<file path="config.mk">
export PLATFORM = sky130hd
export DESIGN_NAME = rtc_multi_capture
export DESIGN_NICKNAME = d
export VERILOG_FILES = /design/src/rtl/rtc_pkg.sv /design/src/rtl/rtc_capture_channel.sv /design/src/rtl/rtc_multi_capture.sv
export SDC_FILE = /design/constraint.sdc
export NUM_CORES = 1
export LEC_CHECK = 0
export ABC_AREA = 0
export BUFFER_PORTS_ARGS = -buffer_cell sky130_fd_sc_hd__buf_2
export CAP_MARGIN = 40
export CORE_MARGIN = 1.5
export CORE_UTILIZATION = 25
export DETAILED_ROUTE_END_ITERATION = 8
export SLEW_MARGIN = 10
export SYNTH_ARGS = -nofsm -noshare
export SYNTH_HDL_FRONTEND = slang
export SYNTH_SLANG_ARGS = --single-unit
</file>
<file path="constraint.sdc">
create_clock -name clock -period 4.2 [get_ports clock]
set_clock_uncertainty 0.05 [all_clocks]
set_input_delay 0.21 -clock clock [delete_from_list [all_inputs] [get_ports clock]]
set_output_delay 0.21 -clock clock [all_outputs]
set_load 0.02 [all_outputs]
</file>
<file path="src/rtl/rtc_pkg.sv">
// Shared register map, status/fire-control bit positions and fire FSM states for rtc_multi_capture.
// Register index sits in address[15:8]. The channel index sits in address[7:0].
package rtc_pkg;

   localparam logic [7:0] REG_TIME       = 8'h00;
   localparam logic [7:0] REG_CAPTURE    = 8'h01;
   localparam logic [7:0] REG_STATUS     = 8'h02;
   localparam logic [7:0] REG_FIRE_TIME  = 8'h03;
   localparam logic [7:0] REG_FIRE_CTRL  = 8'h04;
   localparam logic [7:0] REG_FIRE_STAMP = 8'h05;
   localparam logic [7:0] REG_EDGE_SEL   = 8'h06;

   // STATUS read bits, then STATUS write command bits
   localparam int STAT_ARMED     = 0;
   localparam int STAT_VALID     = 1;
   localparam int STAT_OVERRUN   = 2;
   localparam int STAT_WR_ARM    = 0;
   localparam int STAT_WR_DISARM = 1;

   // FIRE_CTRL write command bits, then FIRE_CTRL read bits
   localparam int FC_SCHEDULE = 0;
   localparam int FC_FIRE     = 1;
   localparam int FC_CANCEL   = 2;
   localparam int FC_PENDING  = 0;
   localparam int FC_ACTIVE   = 1;

   typedef enum logic [1:0] {
      FIRE_IDLE    = 2'd0,
      FIRE_PENDING = 2'd1,
      FIRE_ACTIVE  = 2'd2
   } fire_state_e;

   localparam logic [31:0] RD_INVALID = 32'hDEADBEEF;

endpackage

</file>
<file path="src/rtl/rtc_capture_channel.sv">
// One timestamp-capture channel: input synchroniser, edge detect, armed/valid/overrun flags and capture register.
// Input edge to valid takes SYNC_STAGES+1 clocks. There is no backpressure. RTC_EDGE_SELECT_EN adds a per-channel edge select.
module rtc_capture_channel
   import rtc_pkg::*;
#(
   parameter int CNT_W       = 32,
   parameter int SYNC_STAGES = 2
) (
   input  logic             clk_i,
   input  logic             rst_ni,
   input  logic             event_i,
   input  logic [CNT_W-1:0] time_i,
   input  logic             status_wr_i,
   input  logic [1:0]       status_wdat_i,
`ifdef RTC_EDGE_SELECT_EN
   input  logic [1:0]       edge_sel_i,
`endif
   output logic             armed_o,
   output logic             valid_o,
   output logic             overrun_o,
   output logic [CNT_W-1:0] capture_o
);

   logic [SYNC_STAGES-1:0] sync_q;
   logic                   prev_q;
   logic                   rise, detect;
   logic                   armed_q, armed_d, valid_q, valid_d, overrun_q, overrun_d;
   logic [CNT_W-1:0]       cap_q, cap_d;

   assign rise = sync_q[SYNC_STAGES-1] & ~prev_q;

`ifdef RTC_EDGE_SELECT_EN
   logic fall;
   assign fall = ~sync_q[SYNC_STAGES-1] & prev_q;

   always_comb begin
      case (edge_sel_i)
         2'b01:   detect = fall;
         2'b10:   detect = rise | fall;
         default: detect = rise;
      endcase
   end
`else
   assign detect = rise;
`endif

   // A STATUS write takes the cycle outright, so a coincident edge is dropped
   always_comb begin
      armed_d   = armed_q;
      valid_d   = valid_q;
      overrun_d = overrun_q;
      cap_d     = cap_q;
      if (status_wr_i) begin
         if (status_wdat_i[STAT_WR_DISARM]) begin
            armed_d = 1'b0;
         end else if (status_wdat_i[STAT_WR_ARM]) begin
            armed_d   = 1'b1;
            valid_d   = 1'b0;
            overrun_d = 1'b0;
         end
      end else if (detect) begin
         if (armed_q) begin
            cap_d   = time_i;
            valid_d = 1'b1;
            armed_d = 1'b0;
         end else if (valid_q) begin
            overrun_d = 1'b1;
         end
      end
   end

   always_ff @(posedge clk_i or negedge rst_ni) begin
      if (!rst_ni) begin
         sync_q    <= '0;
         prev_q    <= 1'b0;
         armed_q   <= 1'b0;
         valid_q   <= 1'b0;
         overrun_q <= 1'b0;
         cap_q     <= '0;
      end else begin
         sync_q    <= {sync_q[SYNC_STAGES-2:0], event_i};
         prev_q    <= sync_q[SYNC_STAGES-1];
         armed_q   <= armed_d;
         valid_q   <= valid_d;
         overrun_q <= overrun_d;
         cap_q     <= cap_d;
      end
   end

   assign armed_o   = armed_q;
   assign valid_o   = valid_q;
   assign overrun_o = overrun_q;
   assign capture_o = cap_q;

endmodule

</file>
<file path="src/rtl/rtc_multi_capture.sv">
// RTC with a prescaled timebase, NUM_CH timestamp-capture channels and a scheduled/immediate fire pulse, exposed as an Avalon-MM slave.
// Reads take 1 wait state with registered readdata. Writes take 0 wait states. RTC_EDGE_SELECT_EN adds the EDGE_SEL register.
module rtc_multi_capture
   import rtc_pkg::*;
#(
   parameter int NUM_CH      = 4,
   parameter int CNT_W       = 32,
   parameter int PRESCALE    = 5,
   parameter int SYNC_STAGES = 2,
   parameter int PULSE_TICKS = 10
) (
   input  logic              clock,
   input  logic              reset_n,
   input  logic [NUM_CH-1:0] event_in,
   input  logic [15:0]       avalon_slave_address,
   input  logic              avalon_slave_write,
   input  logic [31:0]       avalon_slave_writedata,
   input  logic              avalon_slave_read,
   output logic [31:0]       avalon_slave_readdata,
   output logic              avalon_slave_waitrequest,
   output logic              fire_out,
   output logic              capture_irq
);

   localparam int PW  = (PRESCALE > 1) ? $clog2(PRESCALE) : 1;
   localparam int PCW = (PULSE_TICKS > 1) ? $clog2(PULSE_TICKS) : 1;

   logic [7:0]       reg_sel, ch_sel;
   logic             wr_time, wr_fctrl, sched_req, fire_req, cancel_req;
   logic [PW-1:0]    presc_q, presc_d;
   logic [CNT_W-1:0] time_q, time_d, time_inc;
   logic             tick, match, entering;
   fire_state_e      state_q, state_d;
   logic [PCW-1:0]   pcnt_q, pcnt_d;
   logic             fire_q;
   logic [CNT_W-1:0] fire_time_q, stamp_q;
   logic             rd_done_q, rd_take;
   logic [31:0]      rdata_q, rd_mux, stat_sel;
   logic             ch_hit;
   logic [CNT_W-1:0] cap_sel;
   logic [NUM_CH-1:0] armed, valid, overrun;
   logic [CNT_W-1:0] cap [NUM_CH];

   assign reg_sel    = avalon_slave_address[15:8];
   assign ch_sel     = avalon_slave_address[7:0];
   assign wr_time    = avalon_slave_write && (reg_sel == REG_TIME);
   assign wr_fctrl   = avalon_slave_write && (reg_sel == REG_FIRE_CTRL);
   assign cancel_req = wr_fctrl & avalon_slave_writedata[FC_CANCEL];
   assign sched_req  = wr_fctrl & avalon_slave_writedata[FC_SCHEDULE] & ~cancel_req;
   assign fire_req   = wr_fctrl & avalon_slave_writedata[FC_FIRE] & ~cancel_req;

   assign tick     = (presc_q == PW'(PRESCALE - 1));
   assign time_inc = time_q + CNT_W'(1);

   always_comb begin
      presc_d = tick ? '0 : presc_q + PW'(1);
      time_d  = tick ? time_inc : time_q;
      if (wr_time) begin
         presc_d = '0;
         time_d  = avalon_slave_writedata[CNT_W-1:0];
      end
   end

   // Matching on time_inc fires on the tick that brings time_cnt to FIRE_TIME
   assign match = tick & ~wr_time & (time_inc == fire_time_q);

   always_comb begin
      state_d = state_q;
      pcnt_d  = pcnt_q;
      case (state_q)
         FIRE_IDLE: begin
            if (fire_req)       state_d = FIRE_ACTIVE;
            else if (sched_req) state_d = FIRE_PENDING;
         end
         FIRE_PENDING: begin
            if (cancel_req)             state_d = FIRE_IDLE;
            else if (fire_req || match) state_d = FIRE_ACTIVE;
         end
         FIRE_ACTIVE: begin
            if (cancel_req) begin
               state_d = FIRE_IDLE;
            end else if (tick) begin
               if (pcnt_q == PCW'(PULSE_TICKS - 1)) state_d = FIRE_IDLE;
               else                                 pcnt_d  = pcnt_q + PCW'(1);
            end
         end
         default: state_d = FIRE_IDLE;
      endcase
      entering = (state_d == FIRE_ACTIVE) && (state_q != FIRE_ACTIVE);
      if (entering) pcnt_d = '0;
   end

   always_ff @(posedge clock or negedge reset_n) begin
      if (!reset_n) begin
         presc_q     <= '0;
         time_q      <= '0;
         state_q     <= FIRE_IDLE;
         pcnt_q      <= '0;
         fire_q      <= 1'b0;
         fire_time_q <= '0;
         stamp_q     <= '0;
      end else begin
         presc_q <= presc_d;
         time_q  <= time_d;
         state_q <= state_d;
         pcnt_q  <= pcnt_d;
         fire_q  <= (state_d == FIRE_ACTIVE);
         if (entering) stamp_q <= time_d;
         if (avalon_slave_write && (reg_sel == REG_FIRE_TIME))
            fire_time_q <= avalon_slave_writedata[CNT_W-1:0];
      end
   end

`ifdef RTC_EDGE_SELECT_EN
   logic [1:0] esel_q [NUM_CH];
   logic [1:0] esel_sel;

   always_ff @(posedge clock or negedge reset_n) begin
      if (!reset_n) begin
         for (int i = 0; i < NUM_CH; i++) esel_q[i] <= 2'b00;
      end else if (avalon_slave_write && (reg_sel == REG_EDGE_SEL)) begin
         for (int i = 0; i < NUM_CH; i++)
            if (ch_sel == 8'(i)) esel_q[i] <= avalon_slave_writedata[1:0];
      end
   end
`endif

   for (genvar g = 0; g < NUM_CH; g++) begin : g_ch
      logic st_wr;
      assign st_wr = avalon_slave_write && (reg_sel == REG_STATUS) && (ch_sel == 8'(g));

      rtc_capture_channel #(
         .CNT_W       (CNT_W),
         .SYNC_STAGES (SYNC_STAGES)
      ) u_ch (
         .clk_i         (clock),
         .rst_ni        (reset_n),
         .event_i       (event_in[g]),
         .time_i        (time_q),
         .status_wr_i   (st_wr),
         .status_wdat_i (avalon_slave_writedata[1:0]),
`ifdef RTC_EDGE_SELECT_EN
         .edge_sel_i    (esel_q[g]),
`endif
         .armed_o       (armed[g]),
         .valid_o       (valid[g]),
         .overrun_o     (overrun[g]),
         .capture_o     (cap[g])
      );
   end

   always_comb begin
      ch_hit   = 1'b0;
      cap_sel  = '0;
      stat_sel = '0;
`ifdef RTC_EDGE_SELECT_EN
      esel_sel = 2'b00;
`endif
      for (int i = 0; i < NUM_CH; i++) begin
         if (ch_sel == 8'(i)) begin
            ch_hit                 = 1'b1;
            cap_sel                = cap[i];
            stat_sel[STAT_ARMED]   = armed[i];
            stat_sel[STAT_VALID]   = valid[i];
            stat_sel[STAT_OVERRUN] = overrun[i];
`ifdef RTC_EDGE_SELECT_EN
            esel_sel               = esel_q[i];
`endif
         end
      end

      rd_mux = RD_INVALID;
      case (reg_sel)
         REG_TIME:       rd_mux = 32'(time_q);
         REG_CAPTURE:    if (ch_hit) rd_mux = 32'(cap_sel);
         REG_STATUS:     if (ch_hit) rd_mux = stat_sel;
         REG_FIRE_TIME:  rd_mux = 32'(fire_time_q);
         REG_FIRE_CTRL: begin
            rd_mux            = '0;
            rd_mux[FC_PENDING] = (state_q == FIRE_PENDING);
            rd_mux[FC_ACTIVE]  = (state_q == FIRE_ACTIVE);
         end
         REG_FIRE_STAMP: rd_mux = 32'(stamp_q);
`ifdef RTC_EDGE_SELECT_EN
         REG_EDGE_SEL:   if (ch_hit) rd_mux = 32'(esel_sel);
`endif
         default:        rd_mux = RD_INVALID;
      endcase
   end

   // First read cycle stalls and registers the data; the second completes with waitrequest low
   assign rd_take = avalon_slave_read & ~rd_done_q;

   always_ff @(posedge clock or negedge reset_n) begin
      if (!reset_n) begin
         rd_done_q <= 1'b0;
         rdata_q   <= '0;
      end else begin
         rd_done_q <= rd_take;
         if (rd_take) rdata_q <= rd_mux;
      end
   end

   assign avalon_slave_readdata    = rdata_q;
   assign avalon_slave_waitrequest = rd_take;
   assign fire_out                 = fire_q;
   assign capture_irq              = |valid;

endmodule

</file>
; Word-level counts from Yosys, hierarchy flattened
; Index checks and enable logic that the tools add are counted.
[op_classes]
add_sub_neg = 3
n_eq_ne = 33
n_mux = 72
bitwise_logic = 23
reduce_logical = 45
[ops]
columns = cell, count
row1 = $mux 32, 8
row2 = $pmux 32 s6, 1
row3 = $mux 1, 44
row4 = $add 32x1->32 const B, 1
row5 = $eq 32x32->1, 1
row6 = $eq 8x2->1 const B, 4
row7 = $ne 2x2->1 const B, 14
row8 = $reduce_bool 2->1, 14
row9 = $mux 4, 5
row10 = $reduce_and 4->1, 5
row11 = $reduce_and 5->1, 4
row12 = $mux 3, 6
row13 = $eq 8x1->1 const B, 2
row14 = $eq 8x3->1 const B, 2
row15 = $logic_not 8->1, 2
row16 = $mux 2, 7
row17 = $and 1x1->1, 12
row18 = $ne 3x3->1 const B, 4
row19 = $reduce_and 3->1, 4
row20 = $not 1->1, 11
row21 = $logic_and 1x1->1, 9
row22 = $reduce_and 2->1, 4
row23 = $pmux 2 s3, 1
row24 = $add 4x1->4 const B, 1
row25 = 9 further kinds, 10
[word_totals]
ff_bits = 291
input_bits = 56
output_inout_bits = 35
wordCells = 209

; Longest topological paths before layout
; Gate-level depths: netlist (run 1).
[logic_depth]
ltp_word = 13
mapped_depth = 13

; Hierarchy
; A second synthesis (run 1) with hierarchy kept.
[hier_totals]
hier_cells = 1182
hier_area_um2 = 14901.8
[modules_own_cells]
columns = module, instances, cells_each, area_each_um2, seq_area_each_um2
row1 = rtc_multi_capture, 1, 846, 8645.8, 3478.3
row2 = rtc_capture_channel, 4, 84, 1564.0, 950.9

; Least setup slack after synthesis (run 1)
; No wires, ideal clock.
[synth_path]
path_type = register -> register
start = register time_q[1]
end = register stamp_q[26]
setup_time_ps = 127
arrival_time_ps = 3349
required_time_ps = 4023
path_slack_ps = 673
stages_incl_launch_ff = 14
period_less_slack_ps = 3527
cell_sequence = dfrtp_1 -> ha_1 -> nand4_1 -> or4_1 -> clkbuf_1 -> xnor2_1 -> nor4_1 -> nand4_1 -> nor4_2 -> a32oi_1 -> a211oi_2 -> buf_4 -> buf_6 -> mux2_1
[synth_between]
elab_chain_len = 9
word_cells_on_any_way = 11
[synth_rtl]
columns = element, line
row1 = start: declaration, rtc_multi_capture.sv:31  ; logic [CNT_W-1:0] time_q, time_d, time_inc;
row2 = start signal: assignment, rtc_multi_capture.sv:104  ; time_q <= time_d;
row3 = $add 32x1->32 *, rtc_multi_capture.sv:53  ; assign time_inc = time_q + CNT_W'(1);
row4 = $eq 32x32->1, rtc_multi_capture.sv:65  ; assign match = tick & ~wr_time & (time_inc == fire_time_q);
row5 = $and 1x1->1, rtc_multi_capture.sv:65
row6 = $logic_or 1x1->1, rtc_multi_capture.sv:77  ; else if (fire_req || match) state_d = FIRE_ACTIVE;
row7 = $mux 2, rtc_multi_capture.sv:77
row8 = $mux 2, rtc_multi_capture.sv:76  ; if (cancel_req) state_d = FIRE_IDLE;
row9 = $pmux 2 s3, rtc_multi_capture.sv:70  ; case (state_q)
row10 = $eq 2x2->1, rtc_multi_capture.sv:89  ; entering = (state_d == FIRE_ACTIVE) && (state_q != FIRE_ACTIVE);
row11 = $logic_and 1x1->1, rtc_multi_capture.sv:89
row12 = end signal: assignment, rtc_multi_capture.sv:108  ; if (entering) stamp_q <= time_d;
row13 = end: declaration, rtc_multi_capture.sv:36  ; logic [CNT_W-1:0] fire_time_q, stamp_q;
; Mark *: on every way between the ends. The rest lies on a longest branch, timed or not.
; A chain may end at the register's enable or synchronous reset.

; Worst setup path in the final report (run 1)
[layout_path]
start = register time_q[4]
end = register stamp_q[31]
; Same word-level chain as after synthesis.

==> metrics.cfg, run 1 <==
[synthesis]
synth_top_cell_by_area = dfrtp_1
synth_nets = 1283
synth_area_per_cell_sq_um = 11.6
ys.flop_type = dfrtp_1
ys_warn_count = 0
synthTopCellsByCount = dfrtp_1, mux2_2, nand2_1
ys_ff_latch = 291
synthArstFlopShare_pct = 100
yosysUniqueCellTypes = 65
yosysTopAreaCellShare_pct = 51.4
synth.cell_area_sq_um = 14200
synth-edff-count = 0
seq_area_frac_synth_pct = 51.4
synth_area_leaders = dfrtp_1, mux2_2, mux4_2
synthCells = 1222
yosysMostFrequentCell = dfrtp_1

[cts]
path_clk_slew_ns = 0.06
h-tree-depth = 2
tritoncts = yes
clk_latency_ns = 0.52
cts.sinks = 291
cts_made_buffers = 34
ctsRootBufferMaster = clkbuf_16
clockBufferDepth = 3

[finish]
syn_to_final_growth_pct = 20.4
nFillCells = 5779
seqCellArea_sq_um = 7280
drive_above_1_share_pct = 30.0
design_area_sq_um = 17100
nets = 1392
multi_input_area_sq_um = 6480
final_cells = 2113
final_util_pct = 30.3

[global_routing]
grt_max_degree = 115
grt.total_usage_pct = 14.7
grt_antenna_before_repair = 3
grt_first_pass_wirelength_um = 65400
grt_pass1_vias = 10800
grt.overflow.total = 0

[die]
die_y_um = 241
dieArea_sq_um = 58200
pin_count = 91
coreArea_sq_um = 56300
die_w_um = 241
start_util_pct = 25.2
row_count = 87

[timing]
rsz0062_at_grt = no
maxSlewViolCount = 0
finalSetupViolCount = 0
holdWs_ns = 0.0545
post-route-min-period_ns = 3.85
fin_tns_setup_ns = 0
worst_pin_slew_ns = 0.796
hold_viol = 0
period_share_pct = 91.7
fmax_mhz = 260
setup_ws_ns = 0.349
max_slew_margin_pct = 46.9

[flow_run]
cap_violations = 0

[status]
status = completed

[placement]
pre_cts_ws_ns = 0.116
io_buffers = 90
hpwl_um = 28000
gp_congestion = 0.846
dpl.cell_count = 2015
place_area_sq_um = 15600

[power_and_ir_drop]
ir_worst_vdd_mv = 0.240
p_leak_nw = 7.57
powerDensity_nw_per_um2 = 465
total_power_mw = 7.95

[setup_path]
crit_path_max_fanout = 29
required_ns = 4.54
cp-start-kind = flip-flop
end_kind = flip-flop
arrival_ns = 4.19
path_class = flip-flop to flip-flop

[routing]
drt_iter0_drc = 824
drt-pass1-iter-count = 5
vias = 10400
ant_nets = 0
viasPerCell = 4.92
routed_wl_um = 41800
drcViolationCount = 0
wire_per_inst_um = 19.8

[min_path]
hold_class = input port to flip-flop

[metal layers]
metal,part of all wire [%],track usage (%),wire (um),up-vias
met5,0.055,0,23,-
met4,2.2,3.66,917,4
met3,6.5,3.18,2720,69
met2,47,23.6,19400,331
met1,45,20.0,18700,5340
li1,-,-,-,4642
[sequential cells by signal, indices dropped and copies added (netlist names)]
| name | flops |
|---|---|
| g_ch.u_ch.armed_o | 4 |
| pcnt_q | 4 |
| rd_done_q | 1 |
| stamp_q | 32 |
| time_q | 32 |
| g_ch.u_ch.sync_q | 8 |
| state_q | 2 |
| g_ch.u_ch.prev_q | 4 |
| g_ch.u_ch.valid_o | 4 |
| g_ch.u_ch.capture_o | 128 |
| presc_q | 3 |
| avalon_slave_readdata | 32 |
| g_ch.u_ch.overrun_o | 4 |
| fire_out | 1 |
| fire_time_q | 32 |
[final cells by class]
type / instances / area share, %
sequential: 291 / 42.7
clock inverter: 8 / 0.403
multi-input combinational: 826 / 38.0
tap: 756 / 5.54
antenna: 2 / 0.0293
timing repair buffer: 166 / 6.99
inverter: 12 / 0.264
clock buffer: 52 / 6.16
[kinds of logic (layout without fill, tap and decap cells)]
kind of cell | Yosys count | in the layout | share of synthesized area [%]
simple gates | 328 | 328 | 11.4
compound gates | 190 | 190 | 8.59
buf+inv | 105 | 238 | 3.10
fa+ha+maj | 6 | 6 | 0.512
xor+xnor | 74 | 74 | 4.57
mux | 228 | 228 | 20.5
flops | 291 | 291 | 51.4
other cells | 0 | 2 | 0
[repair_timing]
action,CTS,global route
setup endpoints to repair,0,32
hold buffers,35,0
buffers inserted,0,1
endpoints found under the hold margin,148,0
gates resized for setup,0,3
[where the power goes]
part / internal [mW] / switching [mW] / leakage (nW) / total, mW
Clock: 1.79 / 1.17 / 0.557 / 2.95
Combinational: 0.602 / 0.916 / 3.24 / 1.52
Sequential: 3.01 / 0.463 / 3.77 / 3.47
Total: 5.40 / 2.54 / 7.57 / 7.95
[final timing paths]
| path | start | to | slack (ns) | depth (start not counted) |
|---|---|---|---|---|
| worst max-delay path | time_q[4]$_DFF_PN0_ | stamp_q[31]$_DFFE_PN0P_ | 0.35 | 10 |
| worst min-delay path | avalon_slave_address[8] | avalon_slave_readdata[1]$_DFFE_PN0P_ | 0.05 | 3 |
| worst max register to register | time_q[4]$_DFF_PN0_ | stamp_q[31]$_DFFE_PN0P_ | 0.35 | 10 |
| worst min register to register | g_ch[0].u_ch.sync_q[0]$_DFF_PN0_ | g_ch[0].u_ch.sync_q[1]$_DFF_PN0_ | 0.29 | 0 |
| max in group asynchronous | reset_n | avalon_slave_readdata[20]$_DFFE_PN0P_ | 2.78 | 3 |
| min in group asynchronous | reset_n | g_ch[2].u_ch.capture_o[30]$_DFFE_PN0P_ | 0.24 | 2 |
[cell usage in the layout, fill, tap and decap left out, types with 29 or more instances in the layout]
cell,count
dfrtp_1,290
mux2_2,177
nand2_1,118
buf_2,89
o21ai_0,72
nor2_1,69
xnor2_1,44
clkbuf_16,37
dlygate4sd3_1,35
buf_4,35
mux4_2,31
xor2_1,30
a21oi_1,30
nand3_1,29
[critical path: stages (launching register included)]
cell,delay (ns)
dfrtp_1,0.61
nand4_2,0.29
or4_1,0.69
or3_1,0.36
o21ai_1,0.10
o2111ai_1,0.14
nor4_2,0.37
a32oi_1,0.19
a211oi_4,0.30
buf_12,0.25
mux2_2,0.36
Note: power is estimated with default switching activity, not from simulation.
==> inputs of run 2 (changes only) <==
clock period = 4.3 ns   (was 4.2 ns; I/O delays follow)
==> run 2 against run 1 <==
Count of clock-buffer cells in the layout decreased by 7. Largest power group unchanged. Largest cell class unchanged. Cell count decreased by 0.14%. Global-route usage increased by 0.15 points.
==> metrics.cfg, run 2 (synthesis results as in run 1) <==
[power_and_ir_drop]
power_switching_share_pct = 32.7  ; was 32.0%
p_leak_nw = 7.52  ; was 7.57 nW
ir_worst_vdd_mv = 0.311  ; was 0.240 mV
comb_power_share_pct = 19.1  ; about the same
p_sw_mw = 2.47  ; was 2.54 mW
p_clk_share_pct = 35.9  ; was 37.2%
powerDensity_nw_per_um2 = 446  ; was 465 nW/um^2
intPower_mw = 5.10  ; was 5.40 mW
seq_power_share_pct = 45.1  ; was 43.7%

[cts]
clk_latency_ns = 0.59  ; was 0.52 ns
path_clk_slew_ns = 0.06  ; about the same
cts_resized = 0  ; unchanged
cts.sinks = 291  ; unchanged
clockBufferDepth = 3  ; unchanged
post_cts_buffers = 0  ; unchanged
postCtsHoldBufs = 39  ; was 35
h-tree-depth = 1  ; was 2
ctsRootBufferMaster = clkbuf_16  ; unchanged
tritoncts = yes  ; unchanged
cts_made_buffers = 31  ; was 34

[routing]
routed_wl_um = 42600  ; was 41800 um
drcViolationCount = 0  ; unchanged
drt-pass1-iter-count = 5  ; unchanged
ant_nets = 0  ; unchanged
drt_iter0_drc = 834  ; was 824
wire_per_inst_um = 20.2  ; was 19.8 um
vias = 10300  ; was 10400
viasPerCell = 4.90  ; was 4.92

[timing]
finalSetupViolCount = 0  ; unchanged
max_slew_margin_pct = 43.0  ; was 46.9%
period_share_pct = 94.6  ; was 91.7%
worst_pin_slew_ns = 0.854  ; was 0.796 ns
rsz0062_at_grt = no  ; unchanged
post-route-min-period_ns = 4.07  ; was 3.85 ns
maxSlewViolCount = 0  ; unchanged
fmax_mhz = 246  ; was 260 MHz
fin_tns_setup_ns = 0  ; unchanged
hold_viol = 0  ; unchanged

[min_path]
hold_class = input port to flip-flop  ; unchanged

[die]
pin_count = 91  ; unchanged
die_y_um = 241  ; unchanged
row_count = 87  ; unchanged
start_util_pct = 25.2  ; unchanged
coreArea_sq_um = 56300  ; unchanged
dieArea_sq_um = 58200  ; unchanged
die_w_um = 241  ; unchanged

[global_routing]
grt_max_degree = 111  ; was 115
grt.overflow.total = 0  ; unchanged
met1_usage_pct = 19.9  ; was 20.0%
met3_usage_pct = 3.49  ; was 3.18%
grt.total_usage_pct = 14.8  ; was 14.7%
grt.busiest_layer = met2  ; unchanged
grt_first_pass_wirelength_um = 65800  ; was 65400 um
grt_pass1_vias = 10900  ; was 10800
grt.met2_usage_pct = 24.1  ; was 23.6%
grt_antenna_before_repair = 4  ; was 3

[finish]
drive_above_1_share_pct = 29.6  ; was 30.0%
nFillCells = 5796  ; was 5779
largest_register_ffs = 128  ; unchanged
final_cells = 2110  ; was 2113
multi_input_area_sq_um = 6480  ; about the same
seqCellArea_sq_um = 7280  ; about the same
layout_common_cells = dfrtp_1, mux2_2, nand2_1  ; unchanged
syn_to_final_growth_pct = 19.7  ; was 20.4%
final_common_cell = dfrtp_1  ; unchanged
nets = 1391  ; was 1392

[placement]
gp_congestion = 0.873  ; was 0.846
dpl.cell_count = 2014  ; was 2015
hpwl_um = 28700  ; was 28000 um
io_buffers = 90  ; unchanged

[flow_run]
cap_violations = 0  ; unchanged

[setup_path]
cp-start-kind = flip-flop  ; unchanged
required_ns = 4.71  ; was 4.54 ns
crit_path_max_fanout = 28  ; was 29
arrival_ns = 4.47  ; was 4.19 ns
path_class = flip-flop to flip-flop  ; unchanged
end_kind = flip-flop  ; unchanged

[status]
status = completed  ; unchanged

## run 2: changes by cell type in the layout (fill, tap and decap cells not counted), sizes merged
cell | before | now
bufinv | 1 | 2
clkinvlp | 0 | 1
inv | 11 | 12
diode | 2 | 1
dlygate4sd3 | 35 | 39
buf | 131 | 129
clkbuf | 52 | 45
## run 2: metal layers
metal,part of all wire [%],vias to the layer above
met2,47,342
met5,0.052,-
met1,43,5275
met3,7.3,63
met4,2.2,6
li1,-,4645
## run 2: through the flow
step | setup slack (ns) | utilization, % | hold WS, ns | total power, mW | cell area [sq um]
final | 0.232 | 30.2 | 0.0505 | 7.58 | 17000
after CTS | 0.267 | 30.2 | 0.0284 | 7.63 | 17000
after floorplan | 0.773 | - | -0.131 | 4.30 | 14200
after detailed placement | 0.270 | 27.6 | 0.242 | 4.86 | 15600
after global placement | 0.397 | 27.6 | 0.235 | 4.84 | 15500
after global routing | 0.0202 | 30.2 | 0.0448 | 7.95 | 17000
## run 2: power by group through the flow
stage	clock network, mW	logic (mW)	registers, mW
2_1_floorplan	0	1.19	3.11
5_1_grt	2.88	1.60	3.46
6_report	2.72	1.45	3.41
4_1_cts	2.77	1.45	3.41
3_5_place_dp	0	1.40	3.46
3_3_place_gp	0	1.40	3.44
## run 2: layout make-up
type	instances	share of cell area [%]
diodes	1	0.0147
flip-flops and latches	291	42.9
multi-input cells	826	38.1
clock inverters	11	0.678
well taps	756	5.57
inverters	12	0.265
repair buffers	168	7.03
clock buffers	45	5.41
## run 2: path summary, 6_finish.rpt
| kind | start | end | depth (start not counted) | slack [ns] |
|---|---|---|---|---|
| setup / recovery | time_q[1]$_DFF_PN0_ | stamp_q[3]$_DFFE_PN0P_ | 12 | 0.23 |
| hold / removal | avalon_slave_address[10] | avalon_slave_readdata[1]$_DFFE_PN0P_ | 4 | 0.05 |
| setup reg to reg | time_q[1]$_DFF_PN0_ | stamp_q[3]$_DFFE_PN0P_ | 12 | 0.23 |
| hold reg to reg | g_ch[3].u_ch.sync_q[0]$_DFF_PN0_ | g_ch[3].u_ch.sync_q[1]$_DFF_PN0_ | 0 | 0.30 |
| max in group asynchronous | reset_n | avalon_slave_readdata[17]$_DFFE_PN0P_ | 3 | 2.94 |
| min in group asynchronous | reset_n | g_ch[0].u_ch.capture_o[28]$_DFFE_PN0P_ | 2 | 0.21 |
## run 2: worst max-delay path, cell delays in order (launching register included)
cell       delay (ns)
dfrtp_1          0.50
ha_1             0.33
nand4_1          0.19
buf_4            0.22
nor4_2           0.52
mux2i_1          0.14
o21ai_0          0.22
o2111ai_1        0.18
nor4_2           0.35
a32oi_1          0.19
a211oi_4         0.24
buf_4            0.42
mux2_2           0.39
==> inputs of run 3 (changes only) <==
BUFFER_PORTS_ARGS = -buffer_cell sky130_fd_sc_hd__buf_4   (was -buffer_cell sky130_fd_sc_hd__buf_2)
CORE_UTILIZATION = 60   (was 25)
CTS_CLUSTER_SIZE = 24   (was not set)
PLACE_DENSITY = 0.79   (was not set)
==> run 3 against run 2 <==
Cell area is 2.2% lower. Sequential share of layout area is 0.95 points higher. Flip-flop and latch count stayed put. Count of clock-buffer cells in the layout is 3 lower. Largest power group unchanged.
==> metrics.cfg, run 3 (synthesis results as in run 1) <==
[status]
status = completed  ; unchanged

[timing]
fmax_mhz = 250  ; was 246 MHz
setup_ws_ns = 0.306  ; was 0.232 ns
fin_tns_setup_ns = 0  ; unchanged
max_slew_margin_pct = 39.7  ; was 43.0%
worst_pin_slew_ns = 0.902  ; was 0.854 ns
holdWs_ns = 0.0542  ; was 0.0505 ns
hold_viol = 0  ; unchanged
finalSetupViolCount = 0  ; unchanged
period_share_pct = 92.9  ; was 94.6%
maxSlewViolCount = 0  ; unchanged
rsz0062_at_grt = no  ; unchanged
post-route-min-period_ns = 3.99  ; was 4.07 ns

[placement]
io_buffers = 90  ; unchanged
gp_congestion = 0.955  ; was 0.873
pre_cts_ws_ns = 0.228  ; was 0.270 ns
place_area_sq_um = 15200  ; was 15600 sq um
hpwl_um = 23900  ; was 28700 um

[die]
row_count = 56  ; was 87
start_util_pct = 60.8  ; was 25.2%
dieArea_sq_um = 24600  ; was 58200 sq um
pin_count = 91  ; unchanged
die_y_um = 157  ; was 241 um
die_w_um = 157  ; was 241 um
coreArea_sq_um = 23300  ; was 56300 sq um

[finish]
design_area_sq_um = 16600  ; was 17000 sq um
nets = 1382  ; was 1391
nFillCells = 1638  ; was 5796
final_common_cell = dfrtp_1  ; unchanged
layout_common_cells = dfrtp_1, mux2_2, nand2_1  ; unchanged
syn_to_final_growth_pct = 17.1  ; was 19.7%
drive_above_1_share_pct = 29.3  ; was 29.6%
largest_register_ffs = 128  ; unchanged
diodes = 0  ; was 1

[min_path]
hold_class = input port to flip-flop  ; unchanged

[global_routing]
grt.overflow.total = 0  ; unchanged
grt_pass1_vias = 10400  ; was 10900
grt.total_usage_pct = 31.1  ; was 14.8%
grt_first_pass_wirelength_um = 58200  ; was 65800 um
grt_max_degree = 114  ; was 111
grt_antenna_before_repair = 0  ; was 4

[routing]
ant_nets = 0  ; unchanged
drcViolationCount = 0  ; unchanged
vias = 10300  ; about the same
routed_wl_um = 36900  ; was 42600 um
drt_iter0_drc = 929  ; was 834
drt-pass1-iter-count = 5  ; unchanged
viasPerCell = 6.17  ; was 4.90
wire_per_inst_um = 22.2  ; was 20.2 um

[cts]
post_cts_buffers = 0  ; unchanged
cts.sinks = 291  ; unchanged
clockBufferDepth = 3  ; unchanged
h-tree-depth = 1  ; unchanged
cts_made_buffers = 30  ; was 31
tritoncts = yes  ; unchanged
ctsRootBufferMaster = clkbuf_16  ; unchanged
clk_latency_ns = 0.55  ; was 0.59 ns
path_clk_slew_ns = 0.06  ; about the same

[power_and_ir_drop]
ir_worst_vdd_mv = 0.268  ; was 0.311 mV
total_power_mw = 7.56  ; was 7.58 mW
powerDensity_nw_per_um2 = 455  ; was 446 nW/um^2
p_leak_nw = 7.58  ; was 7.52 nW

[flow_run]
cap_violations = 0  ; unchanged

[setup_path]
end_kind = flip-flop  ; unchanged
path_class = flip-flop to flip-flop  ; unchanged
required_ns = 4.68  ; was 4.71 ns
crit_path_max_fanout = 23  ; was 28
arrival_ns = 4.37  ; was 4.47 ns
cp-start-kind = flip-flop  ; unchanged

-- run 3: cell count changes in the layout (fill, tap and decap cells not counted), moves of 2 or more --
cell        previous run  this run
bufinv_16              2         4
buf_12                 4         2
buf_4                 35       116
buf_8                  1         3
buf_2                 89         0
clkbuf_8               9         6
clkinvlp_4             1         3
-- run 3: worst paths after layout --
check,cells past startpoint,start,slack [ns],to
setup / recovery,11,time_q[1]$_DFF_PN0_,0.31,stamp_q[3]$_DFFE_PN0P_
hold / removal,4,avalon_slave_address[10],0.05,avalon_slave_readdata[1]$_DFFE_PN0P_
setup reg to reg,11,time_q[1]$_DFF_PN0_,0.31,stamp_q[3]$_DFFE_PN0P_
hold reg to reg,0,g_ch[2].u_ch.sync_q[0]$_DFF_PN0_,0.30,g_ch[2].u_ch.sync_q[1]$_DFF_PN0_
max in group asynchronous,3,reset_n,2.77,fire_time_q[5]$_DFFE_PN0P_
min in group asynchronous,2,reset_n,0.26,g_ch[0].u_ch.capture_o[6]$_DFFE_PN0P_
-- run 3: report_power, final --
group / total, mW / switching [mW] / internal [mW]
clock: 2.74 / 1.08 / 1.66
combinational: 1.37 / 0.799 / 0.574
sequential: 3.45 / 0.507 / 2.94
-- run 3: critical path, stage by stage (launching register included) --
cell and delay, ns:
dfrtp_1 0.50, ha_1 0.33, nand4_1 0.28, or4_4 0.61
xnor2_1 0.15, nor4_1 0.32, nand4_1 0.15, nor4_2 0.34
a32oi_1 0.19, a211oi_4 0.26, buf_6 0.31, mux2_2 0.37
-- run 3: routing by layer --
metal,track usage (%),routed length (um),up-vias
met3,4.15,2360,80
met2,51.7,18100,379
met5,0,0,-
met4,10.6,1130,0
met1,42.2,15400,5192
li1,-,-,4618
-- run 3: timing repair --
action / in CTS / in global routing
hold buffers: 38 / 0
resized for setup: 0 / 2
endpoints found under the hold margin: 190 / 0
endpoints found under the setup margin: 0 / 23
-- run 3: layout make-up --
class	instances	area, sq um	area share [%]
timing repair buffer	160	1350	8.11
clock inverter	14	181	1.09
clock buffer	42	877	5.28
sequential	291	7280	43.8
tap	319	399	2.40
inverter	12	45.0	0.271
multi-input combinational	826	6480	39.0
-- run 3: metrics by stage --
stage / cells / util (%)
after global placement: 1568 / 64.9
after CTS: 1664 / 71.2
after floorplan: 1222 / -
after global routing: 1664 / 71.2
after detailed placement: 1570 / 65.0
final: 1664 / 71.2
